$ cat config.mk
export PLATFORM = sky130hd
export DESIGN_NAME = memory_bridge_flat
export DESIGN_NICKNAME = d
export VERILOG_FILES = /design/src/rtl/memory_bridge_pkg.sv /design/src/rtl/memory_bridge_if.sv /design/src/rtl/memory_bridge_lane_shifter.sv /design/src/rtl/memory_bridge.sv /design/src/flat_wrapper.sv
export SDC_FILE = /design/constraint.sdc
export NUM_CORES = 1
export LEC_CHECK = 0
export ABC_AREA = 1
export BUFFER_PORTS_ARGS = -buffer_cell sky130_fd_sc_hd__buf_2
export CAP_MARGIN = 10
export CORE_ASPECT_RATIO = 0.75
export CORE_MARGIN = 3
export CORE_UTILIZATION = 45
export DETAILED_ROUTE_END_ITERATION = 12
export HOLD_SLACK_MARGIN = 0.08
export PLACE_DENSITY_LB_ADDON = 0.1
export SLEW_MARGIN = 25
export SYNTH_ARGS = -nofsm -noshare
export SYNTH_HDL_FRONTEND = slang
export SYNTH_SLANG_ARGS = --single-unit
$ cat constraint.sdc
create_clock -name clk -period 4.54 [get_ports clk]
set_clock_uncertainty 0.2 [all_clocks]
set_input_delay 0.227 -clock clk [delete_from_list [all_inputs] [get_ports clk]]
set_output_delay 0.227 -clock clk [all_outputs]
set_load 0.02 [all_outputs]
$ cat src/rtl/memory_bridge_pkg.sv
`default_nettype none
// ============================================================================
// Module      : memory_bridge_pkg
// Description : Shared types and constants for the load/store memory bridge.
// Revision    : 1.0 - initial release
// ============================================================================
package memory_bridge_pkg;

    typedef enum logic [1:0] {
        ST_IDLE  = 2'd0,
        ST_BEAT1 = 2'd1,
        ST_BEAT2 = 2'd2,
        ST_DONE  = 2'd3
    } state_t;

    localparam logic [2:0] c_sec_load = 3'b000;
    localparam logic [2:0] c_sec_sb   = 3'b001;
    localparam logic [2:0] c_sec_sh   = 3'b011;
    localparam logic [2:0] c_sec_sw   = 3'b111;

    localparam logic [3:0] c_mask_byte = 4'b0001;
    localparam logic [3:0] c_mask_half = 4'b0011;
    localparam logic [3:0] c_mask_word = 4'b1111;

    // Unknown section codes fall back to a full word, as does a load.
    function automatic logic [3:0] section_mask(input logic [2:0] sections);
        case (sections)
            c_sec_sb:             return c_mask_byte;
            c_sec_sh:             return c_mask_half;
            c_sec_sw, c_sec_load: return c_mask_word;
            default:              return c_mask_word;
        endcase
    endfunction

endpackage
`default_nettype wire

$ cat src/rtl/memory_bridge_if.sv
`default_nettype none
// ============================================================================
// Module      : memory_bridge_if
// Description : Word-wide ready/valid memory bus between bridge and memory.
// Revision    : 1.0 - initial release
// ============================================================================
interface memory_bridge_if;
    logic        bus_valid;
    logic        bus_write;
    logic [31:0] bus_address;
    logic [3:0]  bus_byte_enable;
    logic [31:0] bus_write_data;
    logic        bus_ready;
    logic [31:0] bus_read_data;

    modport master (
        output bus_valid, bus_write, bus_address, bus_byte_enable, bus_write_data,
        input  bus_ready, bus_read_data
    );

    modport slave (
        input  bus_valid, bus_write, bus_address, bus_byte_enable, bus_write_data,
        output bus_ready, bus_read_data
    );
endinterface
`default_nettype wire

$ cat src/rtl/memory_bridge_lane_shifter.sv
`default_nettype none
// ============================================================================
// Module      : lane_shifter
// Description : Byte-lane placement for stores and lane extraction for loads.
// Revision    : 1.0 - initial release
// ============================================================================
module lane_shifter (
    input  logic [1:0]  i_offset,
    input  logic [3:0]  i_mask,
    input  logic [31:0] i_store_data,
    input  logic [63:0] i_load_data,
    output logic [7:0]  o_mask8,
    output logic [63:0] o_data64,
    output logic [31:0] o_load_word
);
    logic [5:0] w_bit_shift;

    assign w_bit_shift = {1'b0, i_offset, 3'b000};
    assign o_mask8     = {4'b0000, i_mask} << i_offset;
    assign o_data64    = {32'h0, i_store_data} << w_bit_shift;
    assign o_load_word = 32'(i_load_data >> w_bit_shift);
endmodule
`default_nettype wire

$ cat src/rtl/memory_bridge.sv
`default_nettype none
// ============================================================================
// Module      : memory_bridge
// Description : Core load/store port to word-wide ready/valid bus, with lane
//               steering, boundary splitting, stall and per-beat timeout.
// Revision    : 1.0 - initial release
// ============================================================================
module memory_bridge
    import memory_bridge_pkg::*;
#(
    parameter int TIMEOUT_CYCLES = 255
) (
    input  logic            clk,
    input  logic            reset_n,
    input  logic            access_enable,
    input  logic [31:0]     memory_address,
    input  logic [2:0]      memory_write_sections,
    input  logic [31:0]     store_value,
    output logic [31:0]     load_value,
    output logic            stall,
    output logic            bus_error,
    memory_bridge_if.master bus
);
    localparam logic [15:0] c_timeout = 16'(TIMEOUT_CYCLES);

    state_t      r_state, w_next_state;
    logic        r_write;
    logic [1:0]  r_offset;
    logic [3:0]  r_mask;
    logic [31:0] r_store;
    logic [29:0] r_word_addr;
    logic [31:0] r_w1;
    logic [15:0] r_wait;
    logic        r_timeout;
    logic [31:0] r_load_value;

    logic [7:0]  w_mask8;
    logic [63:0] w_data64, w_load64;
    logic [31:0] w_load_word;
    logic        w_in_beat, w_need_beat2, w_wait_expired;
    logic        w_latch, w_clear_wait, w_timeout_hit, w_capture_w1, w_last_beat_done;

    lane_shifter u_lane_shifter (
        .i_offset     (r_offset),
        .i_mask       (r_mask),
        .i_store_data (r_store),
        .i_load_data  (w_load64),
        .o_mask8      (w_mask8),
        .o_data64     (w_data64),
        .o_load_word  (w_load_word)
    );

    assign w_in_beat      = (r_state == ST_BEAT1) || (r_state == ST_BEAT2);
    assign w_need_beat2   = |w_mask8[7:4];
    assign w_wait_expired = (r_wait + 16'd1) == c_timeout;
    // In beat 1 the high word is zero; in beat 2 the first word was captured earlier.
    assign w_load64       = (r_state == ST_BEAT2) ? {bus.bus_read_data, r_w1}
                                                  : {32'h0, bus.bus_read_data};

    always_ff @(posedge clk or negedge reset_n) begin
        if (!reset_n) r_state <= ST_IDLE;
        else          r_state <= w_next_state;
    end

    always_comb begin
        w_next_state     = r_state;
        w_latch          = 1'b0;
        w_clear_wait     = 1'b0;
        w_timeout_hit    = 1'b0;
        w_capture_w1     = 1'b0;
        w_last_beat_done = 1'b0;
        case (r_state)
            ST_IDLE: begin
                if (access_enable) begin
                    w_next_state = ST_BEAT1;
                    w_latch      = 1'b1;
                    w_clear_wait = 1'b1;
                end
            end
            ST_BEAT1: begin
                if (bus.bus_ready) begin
                    w_capture_w1 = 1'b1;
                    if (w_need_beat2) begin
                        w_next_state = ST_BEAT2;
                        w_clear_wait = 1'b1;
                    end else begin
                        w_next_state     = ST_DONE;
                        w_last_beat_done = 1'b1;
                    end
                end else if (w_wait_expired) begin
                    w_next_state  = ST_DONE;
                    w_timeout_hit = 1'b1;
                end
            end
            ST_BEAT2: begin
                if (bus.bus_ready) begin
                    w_next_state     = ST_DONE;
                    w_last_beat_done = 1'b1;
                end else if (w_wait_expired) begin
                    w_next_state  = ST_DONE;
                    w_timeout_hit = 1'b1;
                end
            end
            ST_DONE: w_next_state = ST_IDLE;
            default: w_next_state = ST_IDLE;
        endcase
    end

    always_ff @(posedge clk or negedge reset_n) begin
        if (!reset_n) begin
            r_write      <= 1'b0;
            r_offset     <= 2'b00;
            r_mask       <= 4'b0000;
            r_store      <= 32'h0;
            r_word_addr  <= 30'h0;
            r_w1         <= 32'h0;
            r_wait       <= 16'h0;
            r_timeout    <= 1'b0;
            r_load_value <= 32'h0;
        end else begin
            r_timeout <= w_timeout_hit;
            if (w_latch) begin
                r_write     <= (memory_write_sections != c_sec_load);
                r_offset    <= memory_address[1:0];
                r_mask      <= section_mask(memory_write_sections);
                r_store     <= store_value;
                r_word_addr <= memory_address[31:2];
            end
            if (w_clear_wait)
                r_wait <= 16'h0;
            else if (w_in_beat && !bus.bus_ready)
                r_wait <= r_wait + 16'd1;
            if (w_capture_w1)
                r_w1 <= bus.bus_read_data;
            if (!r_write) begin
                if (w_last_beat_done)
                    r_load_value <= w_load_word;
                else if (w_timeout_hit)
                    r_load_value <= 32'h0;
            end
        end
    end

    // Bus fields are driven only during a beat so they read as zero when idle.
    always_comb begin
        bus.bus_valid       = w_in_beat;
        bus.bus_write       = w_in_beat && r_write;
        bus.bus_address     = 32'h0;
        bus.bus_byte_enable = 4'b0000;
        bus.bus_write_data  = 32'h0;
        if (r_state == ST_BEAT1) begin
            bus.bus_address     = {r_word_addr, 2'b00};
            bus.bus_byte_enable = r_write ? w_mask8[3:0] : 4'b1111;
            bus.bus_write_data  = r_write ? w_data64[31:0] : 32'h0;
        end else if (r_state == ST_BEAT2) begin
            bus.bus_address     = {r_word_addr + 30'd1, 2'b00};
            bus.bus_byte_enable = r_write ? w_mask8[7:4] : 4'b1111;
            bus.bus_write_data  = r_write ? w_data64[63:32] : 32'h0;
        end
    end

    assign stall      = access_enable && (r_state != ST_DONE);
    assign bus_error  = r_timeout;
    assign load_value = r_load_value;

endmodule
`default_nettype wire

$ cat src/flat_wrapper.sv
// flat-port wrapper written by rule: the top's interface ports become plain ports
module memory_bridge_flat import memory_bridge_pkg::*;
#(
    parameter int TIMEOUT_CYCLES = 255
)
  (clk, reset_n, access_enable, memory_address, memory_write_sections, store_value, load_value, stall, bus_error, bus_bus_valid, bus_bus_write, bus_bus_address, bus_bus_byte_enable, bus_bus_write_data, bus_bus_ready, bus_bus_read_data);
  memory_bridge_if bus_i ();
  input  logic clk;
  input  logic reset_n;
  input  logic access_enable;
  input  logic [31:0] memory_address;
  input  logic [2:0] memory_write_sections;
  input  logic [31:0] store_value;
  output logic [31:0] load_value;
  output logic stall;
  output logic bus_error;
  output wire logic [$bits(bus_i.bus_valid)-1:0] bus_bus_valid;
  output wire logic [$bits(bus_i.bus_write)-1:0] bus_bus_write;
  output wire logic [$bits(bus_i.bus_address)-1:0] bus_bus_address;
  output wire logic [$bits(bus_i.bus_byte_enable)-1:0] bus_bus_byte_enable;
  output wire logic [$bits(bus_i.bus_write_data)-1:0] bus_bus_write_data;
  input wire logic [$bits(bus_i.bus_ready)-1:0] bus_bus_ready;
  input wire logic [$bits(bus_i.bus_read_data)-1:0] bus_bus_read_data;
  assign bus_bus_valid = bus_i.bus_valid;
  assign bus_bus_write = bus_i.bus_write;
  assign bus_bus_address = bus_i.bus_address;
  assign bus_bus_byte_enable = bus_i.bus_byte_enable;
  assign bus_bus_write_data = bus_i.bus_write_data;
  assign bus_i.bus_ready = bus_bus_ready;
  assign bus_i.bus_read_data = bus_bus_read_data;
  memory_bridge #(.TIMEOUT_CYCLES(TIMEOUT_CYCLES)) u_core (.clk(clk), .reset_n(reset_n), .access_enable(access_enable), .memory_address(memory_address), .memory_write_sections(memory_write_sections), .store_value(store_value), .load_value(load_value), .stall(stall), .bus_error(bus_error), .bus(bus_i));
endmodule
==> flow_summary_export.csv <==
group,metric,value,unit
logic_synthesis,synthArstFlopShare,100,%
drt,vias,10400,
logic_synthesis,ys_top_cells_by_area,"dfrtp_1, nand2_1, o21ai_0, inv_1, nor2_1",
sta,max_slew_margin,32.1,%
logic_synthesis,synth_area,9340,um^2
floorplanning,io_pins,207,
sta,maxSlewViolCount,0,
sta,fmax,0.272,GHz
drt,ant_nets,0,
logic_synthesis,syn_avg_cell_area,6.86,um^2
drt,wl,32.5,mm
cts,clk_pin_slew,60,ps
floorplanning,core_area,19900,um^2
placed_design,hpwl,22.3,mm
sta,fin_crit_sh,81.0,%
critical_path,crit_path_start_kind,"register",
layout,final_core_util,60.9,%
sta,finalCriticalPeriod,3680,ps
floorplanning,initial_core_util,47.0,%
drt,drc,0,
cts,cts-root-buf,"clkbuf_16",
critical_path,endpoint_kind,"output port",
run,drv_cap,0,
sta,setup_viol,0,
critical_path,max_stage_delay,610,ps
sta,final.setup.tns,0,ps
sta,fin_hold_ws,119,ps
logic_synthesis,yosysMostFrequentCell,"nand2_1",
floorplanning,die_h,131,um
drt,firstDrtPassIters,6,
grt,antenna_found_initial,0,
cts,cts_buffer_depth,2,
sta,hold_viol,0,
cts,clock_latency,440,ps
logic_synthesis,ys.flop_type,"dfrtp_1",
grt,first_global_vias,9671,
logic_synthesis,ys_seq_area_share,40.5,%
critical_path,path_max_fanout,55,
floorplanning,die_x,172,um
grt,grt_max_degree,85,
cts,htree_levels,4,
critical_path,crit_arrival,3250,ps
layout,syn_to_final_growth,29.7,%
drt,drt_iter0_markers,1087,
power,ir_drop,0.000465,V
sta,rsz0062_at_grt,"false",
cts,clock_sinks,151,
critical_path,crit_buf_inv,3,
power,p_leak,6.05,nW
logic_synthesis,netlist-cell-type-count,38,
logic_synthesis,yosysWarnings,0,
drt,vias_per_cell,5.44,
layout,insertedDiodeCount,0,
critical_path,required,4110,ps
critical_path,slowest_stage,"nand2_1",
grt,grt_pass1_wl,51.0,mm
critical_path,cp_top_family,"simple AND/OR/NAND/NOR gates",
min_path,hold_class,"primary input to register",
layout,layout.nets,1733,
sta,worst-slew-pin-transition,1020,ps
logic_synthesis,yosys.area.top_type,"dfrtp_1",
outcome,status,"complete, no violations",
cts,post_cts_buffers,0,
cts,cts_tree,"done",
layout,drive_above_1_share,16.8,%
placed_design,gp_congestion,0.902,
placed_design,io_buffers,204,
logic_synthesis,ys_ff_latch,151,
critical_path,critical_path_class,"register to output port",
floorplanning,row_count,44,
power,p_per_area,647,nW/um^2
logic_synthesis,synth_top_area_share,40.5,%
logic_synthesis,synth_edf_count,0,
logic_synthesis,synth_commonest_cells,"nand2_1, o21ai_0, dfrtp_1, inv_1, nor2_1",
critical_path,worstPathCellList,"inv_1, ha_2, buf_4, nand2_1, o21ai_0, o211ai_1, nor2_1, buf_2",
cts,cts_buffers,17,
drt,wl_per_cell,17.0,um
grt,grt-ovfl-total,0,
floorplanning,fp.dieArea,22500,um^2
logic_synthesis,synth_cells,1361,
grt,grtUsageTotal,28.8,%
==> power by group <==
group	switching, mW	internal, mW	leakage (nW)
clock	0.662	0.743	0.285
combinational	2.84	1.26	3.85
sequential	0.487	1.84	1.92
==> layout by cell type (no fill, tap or decap), types with 5 or more instances in the layout <==
cell type / synthesis / routed
a211oi_1: 6 / 6
nand2_1: 424 / 424
o31ai_1: 5 / 5
buf_4: 2 / 12
nor2_1: 113 / 112
mux2_2: 9 / 9
inv_6: 0 / 8
a21oi_1: 65 / 65
o21ai_0: 184 / 184
inv_1: 115 / 114
ha_1: 8 / 7
buf_2: 7 / 203
a221oi_1: 5 / 5
nand3_1: 78 / 78
dlygate4sd3_1: 0 / 104
mux2i_1: 6 / 6
o311ai_0: 8 / 8
a31oi_1: 17 / 17
clkbuf_16: 0 / 17
nor3_1: 30 / 30
o221ai_1: 9 / 9
dfrtp_1: 151 / 149
o211ai_1: 5 / 5
nand4_1: 12 / 12
==> worst paths after layout <==
kind / cells after the start / end / startpoint / slack, ps
max: 8 / bus_bus_write_data[18] / u_core.r_state[0] / 860
min reg2reg: 2 / u_core.r_mask[0] / u_core.r_mask[0] / 280
max in group asynchronous: 3 / u_core.r_offset[0] / reset_n / 2930
min in group asynchronous: 2 / u_core.r_wait[5] / reset_n / 190
min: 7 / u_core.r_state[1] / bus_bus_ready / 120
max reg2reg: 9 / u_core.load_value[23] / u_core.r_state[0] / 1400
==> final cells by class <==
class | instances | area [um^2]
fillers | 1865 | 7770
multi-input cells | 1011 | 4780
flip-flops and latches | 151 | 3780
repair buffers | 321 | 2180
inverters | 120 | 452
clock buffers | 18 | 439
well taps | 276 | 345
clock inverters | 14 | 129
==> stage by stage <==
stage | cell area, um^2 | worst slack, ps | instances | power [mW]
finish | 12100 | 861 | 1911 | 7.83
global route | 12100 | 585 | 1911 | 8.41
CTS | 12100 | 914 | 1911 | 7.77
detailed placement | 10500 | 1390 | 1775 | 6.27
global placement | 10500 | 1340 | 1775 | 6.26
floorplan | 9340 | 1850 | 1362 | 4.94
==> cell families (layout without fill, tap and decap cells) <==
| logic type | after synthesis | count (layout) | share of synthesized area [%] |
|---|---|---|---|
| XOR/XNOR | 5 | 5 | 0.469 |
| flip-flops | 151 | 151 | 40.5 |
| AO/OA/AOI/OAI | 309 | 309 | 18.3 |
| other | 1 | 2 | 0.0402 |
| buffers and inverters | 200 | 473 | 8.38 |
| multiplexers | 15 | 15 | 1.73 |
| AND/OR/NAND/NOR | 672 | 672 | 29.6 |
| adder cells (fa/ha/maj) | 8 | 8 | 1.07 |
==> worst register-to-register path: stages (launching register included) <==
cell	delay (ps)
dfrtp_1	420
inv_1	130
ha_2	200
buf_4	450
inv_1	420
nand2_1	200
nand2_1	430
a221oi_1	470
nand2_1	100
nand2_1	70
==> flip-flops by register name, indices dropped and copies added (netlist names) <==
| signal | flops |
|---|---|
| u_core.bus_error | 1 |
| u_core.load_value | 32 |
| u_core.r_mask | 3 |
| u_core.r_offset | 2 |
| u_core.r_state | 2 |
| u_core.r_store | 32 |
| u_core.r_w1 | 32 |
| u_core.r_wait | 16 |
| u_core.r_word_addr | 30 |
| u_core.r_write | 1 |
==> per-layer routing <==
layer	vias to the layer above	wire [um]	global-route usage, %	part of all wire [%]
li1	5006	-	-	-
met1	4848	15100	42.3	46
met2	489	13800	42.9	43
met3	61	2820	6.29	8.7
met4	0	738	8.31	2.3
met5	-	0	0	0
==> repair_timing <==
action | CTS | global route
hold endpoints to repair | 188 | 0
hold buffers | 104 | 0
resized for setup | 0 | 0
Power figures use the tool's default switching activity.
